==> src/rtl/lsu_pkg.sv <==
// Shared types, funct3 encodings and helpers for the byte-serial load/store sequencer.
package lsu_pkg;

    typedef enum logic [1:0] {
        IDLE   = 2'd0,
        ACCESS = 2'd1,
        RESP   = 2'd2
    } lsu_state_t;

    localparam logic [2:0] F3_B  = 3'b000;
    localparam logic [2:0] F3_H  = 3'b001;
    localparam logic [2:0] F3_W  = 3'b010;
    localparam logic [2:0] F3_BU = 3'b100;
    localparam logic [2:0] F3_HU = 3'b101;

    // Number of memory bytes touched by an access size; 0 marks the illegal size 11.
    function automatic logic [2:0] size_bytes(input logic [1:0] size);
        case (size)
            2'b00:   size_bytes = 3'd1;
            2'b01:   size_bytes = 3'd2;
            2'b10:   size_bytes = 3'd4;
            default: size_bytes = 3'd0;
        endcase
    endfunction

endpackage

==> src/rtl/lsu_byte_seq_if.sv <==
// Core request/response handshake plus byte-wide data memory port of the sequencer.
interface lsu_byte_seq_if #(
    parameter int ADDR_W = 11,
    parameter int XLEN   = 32
);
    logic              req_valid_i;
    logic              req_ready_o;
    logic              req_we_i;
    logic [2:0]        req_funct3_i;
    logic [XLEN-1:0]   req_addr_i;
    logic [XLEN-1:0]   req_wdata_i;
    logic              rsp_valid_o;
    logic [XLEN-1:0]   rsp_rdata_o;
    logic              rsp_err_o;
    logic [ADDR_W-1:0] mem_addr_o;
    logic [7:0]        mem_st_data_o;
    logic              mem_st_en_o;
    logic [7:0]        mem_ld_data_i;

    // The sequencer itself: accepts requests, drives the memory port.
    modport slave (
        input  req_valid_i, req_we_i, req_funct3_i, req_addr_i, req_wdata_i, mem_ld_data_i,
        output req_ready_o, rsp_valid_o, rsp_rdata_o, rsp_err_o,
               mem_addr_o, mem_st_data_o, mem_st_en_o
    );

    // The core side together with the memory: issues requests, answers reads.
    modport master (
        output req_valid_i, req_we_i, req_funct3_i, req_addr_i, req_wdata_i, mem_ld_data_i,
        input  req_ready_o, rsp_valid_o, rsp_rdata_o, rsp_err_o,
               mem_addr_o, mem_st_data_o, mem_st_en_o
    );
endinterface

==> src/rtl/lsu_ld_ext.sv <==
// Turns the assembled little-endian load word into the architectural result.
module lsu_ld_ext
    import lsu_pkg::*;
(
    input  logic [2:0]  funct3_i,
    input  logic [31:0] raw_i,
    output logic [31:0] rdata_o
);

    // Sign- or zero-extend the low byte/half; words pass through, illegal codes give 0.
    always_comb begin
        rdata_o = 32'h0;
        case (funct3_i)
            F3_B:    rdata_o = {{24{raw_i[7]}}, raw_i[7:0]};
            F3_H:    rdata_o = {{16{raw_i[15]}}, raw_i[15:0]};
            F3_W:    rdata_o = raw_i;
            F3_BU:   rdata_o = {24'h0, raw_i[7:0]};
            F3_HU:   rdata_o = {16'h0, raw_i[15:0]};
            default: rdata_o = 32'h0;
        endcase
    end

endmodule

==> src/rtl/lsu_byte_seq.sv <==
// Load/store sequencer: serialises one 32-bit request into little-endian byte accesses.
module lsu_byte_seq
    import lsu_pkg::*;
#(
    parameter int ADDR_W = 11,
    parameter int XLEN   = 32
) (
    input  logic         clk_i,
    input  logic         rst_i,
    lsu_byte_seq_if.slave bus
);

    localparam logic [1:0] ST_IDLE   = IDLE;
    localparam logic [1:0] ST_ACCESS = ACCESS;
    localparam logic [1:0] ST_RESP   = RESP;

    logic [1:0]        state_q, state_d;
    logic [2:0]        cnt_q, cnt_d;
    logic [XLEN-1:0]   data_q, data_d;
    logic              we_q;
    logic [2:0]        funct3_q;
    logic [ADDR_W-1:0] addr_q;
    logic [XLEN-1:0]   wdata_q;
    logic              err_q;

    logic              accept;
    logic              reqErr;
    logic              inAccess;
    logic [2:0]        lastIdx;
    logic [4:0]        byteSel;
    logic [31:0]       extData;

    assign accept   = (state_q == ST_IDLE) && bus.req_valid_i;
    assign inAccess = (state_q == ST_ACCESS);
    assign lastIdx  = size_bytes(funct3_q[1:0]) - 3'd1;
    assign byteSel  = {cnt_q[1:0], 3'b000};

    // Reject anything that cannot be performed as an in-range, naturally aligned access.
    always_comb begin
        reqErr = 1'b0;
        if (bus.req_funct3_i[1:0] == 2'b11)                          reqErr = 1'b1;
        if (bus.req_we_i && bus.req_funct3_i[2])                     reqErr = 1'b1;
        if (bus.req_addr_i[XLEN-1:ADDR_W] != '0)                     reqErr = 1'b1;
        if (bus.req_funct3_i[1:0] == 2'b01 && bus.req_addr_i[0])     reqErr = 1'b1;
        if (bus.req_funct3_i[1:0] == 2'b10 && bus.req_addr_i[1:0] != 2'b00) reqErr = 1'b1;
    end

    // Next state, byte counter and load-byte assembly.
    always_comb begin
        state_d = state_q;
        cnt_d   = cnt_q;
        data_d  = data_q;
        case (state_q)
            ST_IDLE: begin
                if (bus.req_valid_i) begin
                    state_d = reqErr ? ST_RESP : ST_ACCESS;
                    cnt_d   = 3'd0;
                    data_d  = '0;
                end
            end
            ST_ACCESS: begin
                if (!we_q) data_d[byteSel +: 8] = bus.mem_ld_data_i;
                if (cnt_q == lastIdx) begin
                    state_d = ST_RESP;
                    cnt_d   = 3'd0;
                end else begin
                    cnt_d = cnt_q + 3'd1;
                end
            end
            ST_RESP:  state_d = ST_IDLE;
            default:  state_d = ST_IDLE;
        endcase
    end

    // Sequencer state registers; reset abandons any sequence in flight.
    always_ff @(posedge clk_i or posedge rst_i) begin
        if (rst_i) begin
            state_q <= ST_IDLE;
            cnt_q   <= 3'd0;
            data_q  <= '0;
        end else begin
            state_q <= state_d;
            cnt_q   <= cnt_d;
            data_q  <= data_d;
        end
    end

    // Capture the request at the accepting edge so later input changes are ignored.
    always_ff @(posedge clk_i or posedge rst_i) begin
        if (rst_i) begin
            we_q     <= 1'b0;
            funct3_q <= 3'b000;
            addr_q   <= '0;
            wdata_q  <= '0;
            err_q    <= 1'b0;
        end else if (accept) begin
            we_q     <= bus.req_we_i;
            funct3_q <= bus.req_funct3_i;
            addr_q   <= bus.req_addr_i[ADDR_W-1:0];
            wdata_q  <= bus.req_wdata_i;
            err_q    <= reqErr;
        end
    end

    lsu_ld_ext u_ld_ext (
        .funct3_i (funct3_q),
        .raw_i    (data_q),
        .rdata_o  (extData)
    );

    assign bus.req_ready_o   = (state_q == ST_IDLE) && !rst_i;
    assign bus.mem_addr_o    = inAccess ? addr_q + ADDR_W'(cnt_q) : '0;
    assign bus.mem_st_en_o   = inAccess && we_q;
    assign bus.mem_st_data_o = (inAccess && we_q) ? wdata_q[byteSel +: 8] : 8'h00;
    assign bus.rsp_valid_o   = (state_q == ST_RESP);
    assign bus.rsp_err_o     = (state_q == ST_RESP) && err_q;
    assign bus.rsp_rdata_o   = ((state_q == ST_RESP) && !we_q && !err_q) ? extData : '0;

endmodule

==> src/flat_wrapper.sv <==
// flat-port wrapper written by rule: the top's interface ports become plain ports
module lsu_byte_seq_flat import lsu_pkg::*;
#(
    parameter int ADDR_W = 11,
    parameter int XLEN   = 32
)
  (clk_i, rst_i, bus_req_valid_i, bus_req_we_i, bus_req_funct3_i, bus_req_addr_i, bus_req_wdata_i, bus_mem_ld_data_i, bus_req_ready_o, bus_rsp_valid_o, bus_rsp_rdata_o, bus_rsp_err_o, bus_mem_addr_o, bus_mem_st_data_o, bus_mem_st_en_o);
  lsu_byte_seq_if #(.ADDR_W(ADDR_W), .XLEN(XLEN)) bus_i ();
  input  logic clk_i;
  input  logic rst_i;
  input wire logic [$bits(bus_i.req_valid_i)-1:0] bus_req_valid_i;
  input wire logic [$bits(bus_i.req_we_i)-1:0] bus_req_we_i;
  input wire logic [$bits(bus_i.req_funct3_i)-1:0] bus_req_funct3_i;
  input wire logic [$bits(bus_i.req_addr_i)-1:0] bus_req_addr_i;
  input wire logic [$bits(bus_i.req_wdata_i)-1:0] bus_req_wdata_i;
  input wire logic [$bits(bus_i.mem_ld_data_i)-1:0] bus_mem_ld_data_i;
  output wire logic [$bits(bus_i.req_ready_o)-1:0] bus_req_ready_o;
  output wire logic [$bits(bus_i.rsp_valid_o)-1:0] bus_rsp_valid_o;
  output wire logic [$bits(bus_i.rsp_rdata_o)-1:0] bus_rsp_rdata_o;
  output wire logic [$bits(bus_i.rsp_err_o)-1:0] bus_rsp_err_o;
  output wire logic [$bits(bus_i.mem_addr_o)-1:0] bus_mem_addr_o;
  output wire logic [$bits(bus_i.mem_st_data_o)-1:0] bus_mem_st_data_o;
  output wire logic [$bits(bus_i.mem_st_en_o)-1:0] bus_mem_st_en_o;
  assign bus_i.req_valid_i = bus_req_valid_i;
  assign bus_i.req_we_i = bus_req_we_i;
  assign bus_i.req_funct3_i = bus_req_funct3_i;
  assign bus_i.req_addr_i = bus_req_addr_i;
  assign bus_i.req_wdata_i = bus_req_wdata_i;
  assign bus_i.mem_ld_data_i = bus_mem_ld_data_i;
  assign bus_req_ready_o = bus_i.req_ready_o;
  assign bus_rsp_valid_o = bus_i.rsp_valid_o;
  assign bus_rsp_rdata_o = bus_i.rsp_rdata_o;
  assign bus_rsp_err_o = bus_i.rsp_err_o;
  assign bus_mem_addr_o = bus_i.mem_addr_o;
  assign bus_mem_st_data_o = bus_i.mem_st_data_o;
  assign bus_mem_st_en_o = bus_i.mem_st_en_o;
  lsu_byte_seq #(.ADDR_W(ADDR_W), .XLEN(XLEN)) u_core (.clk_i(clk_i), .rst_i(rst_i), .bus(bus_i));
endmodule
==> config.mk <==
export PLATFORM = sky130hd
export DESIGN_NAME = lsu_byte_seq_flat
export DESIGN_NICKNAME = d
export VERILOG_FILES = /design/src/rtl/lsu_pkg.sv /design/src/rtl/lsu_byte_seq_if.sv /design/src/rtl/lsu_ld_ext.sv /design/src/rtl/lsu_byte_seq.sv /design/src/flat_wrapper.sv
export SDC_FILE = /design/constraint.sdc
export NUM_CORES = 1
export LEC_CHECK = 0
export CAP_MARGIN = 20
export CORE_ASPECT_RATIO = 0.7
export CORE_MARGIN = 1.5
export CORE_UTILIZATION = 47
export DETAILED_ROUTE_END_ITERATION = 10
export PLACE_DENSITY = 0.78
export SLEW_MARGIN = 10
export SYNTH_ARGS = -nofsm -noshare
export SYNTH_HDL_FRONTEND = slang
export SYNTH_HIERARCHICAL = 1
export SYNTH_SLANG_ARGS = --single-unit
==> constraint.sdc <==
create_clock -name clk_i -period 4.43 [get_ports clk_i]
set_input_delay 0.886 -clock clk_i [delete_from_list [all_inputs] [get_ports clk_i]]
set_output_delay 0.886 -clock clk_i [all_outputs]
set_load 0.01 [all_outputs]
==> results of run 1 <==
==> routing by layer <==
| metal | vias up | GRT usage, % | share of wire (%) |
|---|---|---|---|
| met5 | - | 0 | 0 |
| met4 | 0 | 6.69 | 0.68 |
| met3 | 8 | 4.89 | 5.5 |
| met2 | 124 | 36.3 | 47 |
| met1 | 1840 | 30.9 | 47 |
| li1 | 1817 | - | - |
==> sequential cells by signal, indices dropped and copies added (netlist names) <==
register,flops
u_core/cnt_q,3
u_core/state_q,2
u_core/funct3_q,3
u_core/we_q,1
u_core/wdata_q,32
u_core/data_q,32
u_core/err_q,1
u_core/addr_q,11
==> cell families (layout without fill, tap and decap cells) <==
kind of cell    after synthesis  count (layout)  share of synthesized area [%]
compound gates               82              82                           11.6
fa+ha+maj                     8               8                           2.22
simple gates                123             123                           16.0
buf+inv                      52             180                           5.38
mux                          79              79                           19.6
xor+xnor                      8               8                           1.44
flops                        85              85                           43.8
==> worst max-delay path by stage <==
stage / end / slack, ns
floorplan: u_core/addr_q[0] / 1.35
global placement: bus_mem_addr_o[7] / 1.42
detailed placement: bus_mem_addr_o[7] / 1.38
CTS: bus_mem_addr_o[7] / 1.0
global route: bus_mem_addr_o[7] / 0.89
finish: bus_mem_addr_o[7] / 1.02
==> worst max-delay path: stages, from the launching register on <==
cell and delay (ns):
dfrtp_1 0.44, ha_1 0.38, a21oi_1 0.13, or4_1 0.51, a21oi_1 0.16, clkdlybuf4s50_1 0.58
==> stage by stage <==
step                      power, W  setup slack (ns)
after floorplan            0.00108              1.35
after global placement     0.00118              1.42
after detailed placement   0.00120              1.38
after CTS                  0.00198             0.995
after global routing       0.00204             0.886
final                      0.00196              1.02
==> synth_stat cells (2+ instances only) <==
master      n  area share, %
a211oi_1    4           0.62
a21o_1      6           0.93
a21oi_1     6           0.62
a22o_1     18            3.2
and2_1     44            5.7
and3_1      9            1.2
buf_2      10            1.0
buf_4       4           0.62
buf_6       5            1.2
clkbuf_1    9           0.70
dfrtp_1    85             44
ha_1        7            1.8
inv_1      22            1.7
mux2_2     47             11
mux2i_1    24            4.9
mux4_2      8            3.7
nand2_1     7           0.54
nand2b_1    2           0.26
nand3_1    19            2.0
nand3b_1    6           0.93
nand4_1     4           0.52
nor2_1     10           0.77
nor2_2      2           0.26
nor2b_1     2           0.26
nor3_1      2           0.21
nor4_1      5           0.64
o21ai_0    23            2.4
o21ai_1     9           0.93
o21ai_2     3           0.54
o2bb2ai_1   7            1.3
xnor2_1     2           0.36
xor2_1      6            1.1
==> layout make-up <==
| type | instances | area share [%] |
|---|---|---|
| Timing Repair Buffer | 142 | 21.3 |
| Tap cell | 128 | 2.44 |
| Clock inverter | 3 | 0.649 |
| Sequential cell | 85 | 32.4 |
| Multi-Input combinational cell | 300 | 37.8 |
| Clock buffer | 13 | 4.12 |
| Inverter | 22 | 1.28 |
==> power by group through the flow <==
stage	combinational, W	sequential [W]	clock [W]
2_1_floorplan	0.000199	0.000886	0
3_3_place_gp	0.000281	0.000902	0
3_5_place_dp	0.000290	0.000909	0
4_1_cts	0.000291	0.000895	0.000792
5_1_grt	0.000314	0.000904	0.000823
6_report	0.000290	0.000896	0.000778
==> summary.md, run 1 <==
### Outcome
* run status: complete, no violations

### Setup path
* Worst EP arrival: 2.52 ns
* startpoint of the lowest-slack register-to-register path: u_core/cnt_q[0]
* Critical Path Start: u_core/cnt_q[2]
* kind of start point of the critical path: register
* critical path peak fanout: 7
* Crit path required time: 3.54 ns
* Setup crit end kind: primary output
* FF-to-FF path depth: 6
* capture instance of the worst register-to-register path: u_core/data_q[5]
* class of the most critical setup path: reg -> out
* FF-to-FF setup slack: 2.18 ns

### Cells and area
* end-of-flow core utilization: 66.4%
* number of nets in the layout: 647
* fraction of layout cells with a size suffix above 1: 16.1%
* Storage cell area: 2130 um^2
* Layout Area Growth over Synthesis: 35.0%
* filler cell count: 749
* leading cell type in the layout, fill and taps excluded: clkdlybuf4s50_1
* Final Cell Area: 6560 um^2
* top library cells by usage in the layout, fill and taps aside: clkdlybuf4s50_1 (133), dfrtp_1 (85), mux2_2 (47)
* Final Non-Filler Cells: 693
* area of the multi-input gates: 2480 um^2
* total inserted antenna cells: 0

### Timing
* count of final setup violators: 0
* Slew @ Worst Pin: 0.864 ns
* worst slew slack as a fraction of its limit: 42.4%
* setup repair after global routing missed its margin: no
* Max Freq: 0.293 GHz
* hold_ws: 0.504 ns
* share of the clock period used by the worst path: 77.0%
* final-report max-slew violation count: 0
* clock period minus worst slack: 3.41 ns
* aggregate negative setup slack: 0 ns
* largest clock skew in the final design: 0.00425 ns
* endpoints failing hold: 0

### Hold path
* worst min-delay path category: reg -> reg
* number of cells traversed by the worst hold path: 1
* Worst Hold End: u_core/data_q[28]
* beginning of the worst hold path: u_core/data_q[28]

### Clock tree
* Root Buffer Master: clkbuf_16
* Max Root-Sink Buffers: 2
* number of clock buffers inserted by TritonCTS: 9
* post-CTS repair timing setup buffer count: 0
* clock slew seen by the registers of the worst setup and hold paths: 0.06 ns
* number of hold-repair buffers added at the cts stage: 0
* CTS sink cnt: 85
* H-tree depth reported by CTS: 3
* CTS tree: built
* Resized Gates After CTS: 0
* clk_lat worst skew: 0.33 ns

### Detailed routing
* Routed wire per std cell: 17.0 um
* DRC violations left: 0
* DR vias: 3789
* via-per-instance ratio: 5.47
* initial DRC count: 176
* Initial DRT Pass Iterations: 4
* count of antenna-violating nets left after detailed routing: 0
* routed wire length: 11800 um

### Synthesis
* Post-Synthesis Mean Instance Area: 11.1 um^2
* number of library cell types mapped by synthesis: 52
* cell area after technology mapping: 4860 um^2
* Ys Warns: 6
* post-synthesis instance total: 437
* dominant synthesized flop cell: dfrtp_1
* Mapped Nets: 524
* Post-synth EDFFs: 0
* register area share after synthesis: 43.8%
* register bit total from synthesis: 85
* FFs w/ async S/R, synth: 100%

### GRT
* initial antenna violation count: 0
* global router's overall resource usage: 22.5%
* pin count of the biggest net entering global routing: 52
* global-route wire length before repair: 19300 um
* overall overflow remaining after global route: 0
* vias in the first global route: 3857

### Floorplanning
* vertical die dimension: 88.1 um
* number of ports placed on the die boundary: 134
* initial standard-cell utilization of the core: 49.2%
* core area: 9870 um^2
* floorplan die width: 125 um
* area of the die: 11000 um^2
* Cell Rows: 30

### Placed design
* port bufs: 133
* post-placement cell area: 6230 um^2
* cell count after placement: 675
* Final HPWL DP: 8630 um
* final weighted congestion of routability-driven global placement: 0.819

### Power
* combinational share of power: 14.8%
* internal power: 0.00149 W
* relative contribution of sequential cells to total power: 45.6%
* PwrDens: 299 nW/um^2
* switching part of the total power: 24.0%
* Clock power frac: 39.6%
* switching pwr: 0.000471 W
* leakage power figure: 2.70 nW
* worst-case vdd ir drop: 0.214 mV

### Job
* number of max-cap violations: 0

Power figures use the tool's default switching activity.
==> inputs of run 2 (changes only) <==
- clock period: 4.43 -> 3.3 ns (I/O delays scaled with it)
==> run 2 against run 1 <==
Effect of this change: via count down 0.45%; critical endpoint is now bus_mem_addr_o[6]; critical path depth grew 2; worst hold slack lost 0.0012 ns; sequential cell count stayed put.
==> summary.md, run 2 (synthesized netlist as in run 1, its figures left out) <==
### Setup path
* Crit path required time: 2.64 ns, was 3.54 ns
* class of the most critical setup path: reg -> out, unchanged
* FF-to-FF path depth: 6, unchanged
* kind of start point of the critical path: register, unchanged
* Setup crit end kind: primary output, unchanged
* critical path peak fanout: 17, was 7
* Worst EP arrival: 2.50 ns, was 2.52 ns

### Floorplanning
* core area: 9870 um^2, unchanged
* area of the die: 11000 um^2, unchanged
* initial standard-cell utilization of the core: 49.2%, unchanged
* number of ports placed on the die boundary: 134, unchanged
* vertical die dimension: 88.1 um, unchanged
* Cell Rows: 30, unchanged
* floorplan die width: 125 um, unchanged

### Power
* switching pwr: 0.000641 W, was 0.000471 W
* PwrDens: 408 nW/um^2, was 299 nW/um^2
* switching part of the total power: 23.7%, was 24.0%
* worst-case vdd ir drop: 0.237 mV, was 0.214 mV
* leakage power figure: 2.76 nW, was 2.70 nW
* Clock power frac: 41.1%, was 39.6%
* relative contribution of sequential cells to total power: 44.3%, was 45.6%
* internal power: 0.00207 W, was 0.00149 W
* combinational share of power: 14.6%, was 14.8%

### Timing
* final-report max-slew violation count: 0, unchanged
* Max Freq: 0.316 GHz
* count of final setup violators: 0, unchanged
* share of the clock period used by the worst path: 95.9%
* largest clock skew in the final design: 0.00563 ns, was 0.00425 ns
* clock period minus worst slack: 3.16 ns
* endpoints failing hold: 0, unchanged
* final setup slack of the worst path: 0.136 ns, was 1.02 ns
* worst slew slack as a fraction of its limit: 49.2%, was 42.4%
* aggregate negative setup slack: 0 ns, unchanged
* setup repair after global routing missed its margin: no, unchanged
* Slew @ Worst Pin: 0.758 ns, was 0.864 ns

### GRT
* global-route wire length before repair: 19400 um, was 19300 um
* overall overflow remaining after global route: 0, unchanged
* vias in the first global route: 3943, was 3857
* pin count of the biggest net entering global routing: 52, unchanged
* global router's overall resource usage: 22.4%, was 22.5%
* initial antenna violation count: 0, unchanged

### Cells and area
* leading cell type in the layout, fill and taps excluded: clkdlybuf4s50_1, unchanged
* Storage cell area: 2130 um^2, unchanged
* Layout Area Growth over Synthesis: 36.6%, was 35.0%
* end-of-flow core utilization: 67.2%, was 66.4%
* total inserted antenna cells: 0, unchanged
* number of nets in the layout: 649, was 647
* leading registers by flop count: u_core/data_q x32, u_core/wdata_q x32, u_core/addr_q x11, unchanged
* top library cells by usage in the layout, fill and taps aside: clkdlybuf4s50_1 (132), dfrtp_1 (85), mux2_2 (47), was clkdlybuf4s50_1 (133), dfrtp_1 (85), mux2_2 (47)
* area of the multi-input gates: 2490 um^2, was 2480 um^2
* fraction of layout cells with a size suffix above 1: 16.9%, was 16.1%
* filler cell count: 751, was 749

### Clock tree
* CTS tree: built, unchanged
* clock slew seen by the registers of the worst setup and hold paths: 0.06 ns, about the same
* H-tree depth reported by CTS: 3, unchanged
* CTS sink cnt: 85, unchanged
* number of hold-repair buffers added at the cts stage: 0, unchanged
* number of clock buffers inserted by TritonCTS: 9, unchanged
* clk_lat worst skew: 0.34 ns, was 0.33 ns
* Root Buffer Master: clkbuf_16, unchanged
* Max Root-Sink Buffers: 2, unchanged

### Hold path
* worst min-delay path category: reg -> reg, unchanged
* number of cells traversed by the worst hold path: 1, unchanged

### Placed design
* port bufs: 133, unchanged
* post-place setup slack: 0.433 ns, was 1.38 ns
* Final HPWL DP: 8490 um, was 8630 um
* final weighted congestion of routability-driven global placement: 0.837, was 0.819

### Detailed routing
* count of antenna-violating nets left after detailed routing: 0, unchanged
* Routed wire per std cell: 16.8 um, was 17.0 um
* Initial DRT Pass Iterations: 4, unchanged
* DR vias: 3772, was 3789
* routed wire length: 11700 um, was 11800 um
* via-per-instance ratio: 5.43, was 5.47
* DRC violations left: 0, unchanged
* initial DRC count: 202, was 176

### Job
* number of max-cap violations: 0, unchanged

### Outcome
* run status: complete, no violations, unchanged

==> run 2: repair_timing <==
action	4_1_cts	5_1_grt
gates resized for setup	0	3
hold endpoints to repair	0	0
setup buffers	0	0
endpoints found under the setup margin	0	2
==> run 2: worst max-delay path, stage by stage (launching register included) <==
cell	delay, ns
dfrtp_1	0.38
buf_4	0.21
fa_1	0.47
a21o_1	0.25
nand3_1	0.11
xor2_1	0.06
nor2_1	0.11
clkdlybuf4s50_1	0.57
==> run 2: path summary, 6_finish.rpt <==
check,start,endpoint,slack (ns)
max,u_core/cnt_q[1],bus_mem_addr_o[6],0.14
min,u_core/wdata_q[21],u_core/wdata_q[21],0.50
max reg2reg,u_core/cnt_q[0],u_core/data_q[3],1.02
min reg2reg,u_core/wdata_q[21],u_core/wdata_q[21],0.50
max in group asynchronous,rst_i,u_core/data_q[19],1.83
min in group asynchronous,rst_i,u_core/wdata_q[31],0.78
==> run 2: cell type report <==
cell class	instances	share of cell area, %
Inverter	22	1.26
Multi-Input combinational cell	300	37.5
Timing Repair Buffer	144	21.7
Clock buffer	11	3.81
Clock inverter	5	1.23
Tap cell	128	2.41
Sequential cell	85	32.1
==> run 2: routing by layer <==
metal	GRT usage, %	part of all wire (%)
met5	0	0
met3	6.11	5.3
met4	6.06	1.4
met2	37.0	47
met1	29.4	47
==> run 2: power groups by stage <==
| stage | registers [W] | clock network [W] | logic (W) |
|---|---|---|---|
| finish | 0.00120 | 0.00111 | 0.000395 |
| global route | 0.00121 | 0.00119 | 0.000426 |
| CTS | 0.00120 | 0.00114 | 0.000396 |
| detailed placement | 0.00122 | 0 | 0.000394 |
| global placement | 0.00121 | 0 | 0.000382 |
| floorplan | 0.00119 | 0 | 0.000267 |
==> run 2: stage by stage <==
| step | area, um^2 | total power (W) | hold slack [ns] | instances |
|---|---|---|---|---|
| finish | 6640 | 0.00271 | 0.503 | 695 |
| global route | 6640 | 0.00283 | 0.515 | 695 |
| CTS | 6620 | 0.00274 | 0.507 | 695 |
| detailed placement | 6290 | 0.00161 | 0.492 | 679 |
| global placement | 6290 | 0.00159 | 0.486 | 679 |
| floorplan | 4860 | 0.00146 | 0.473 | 437 |
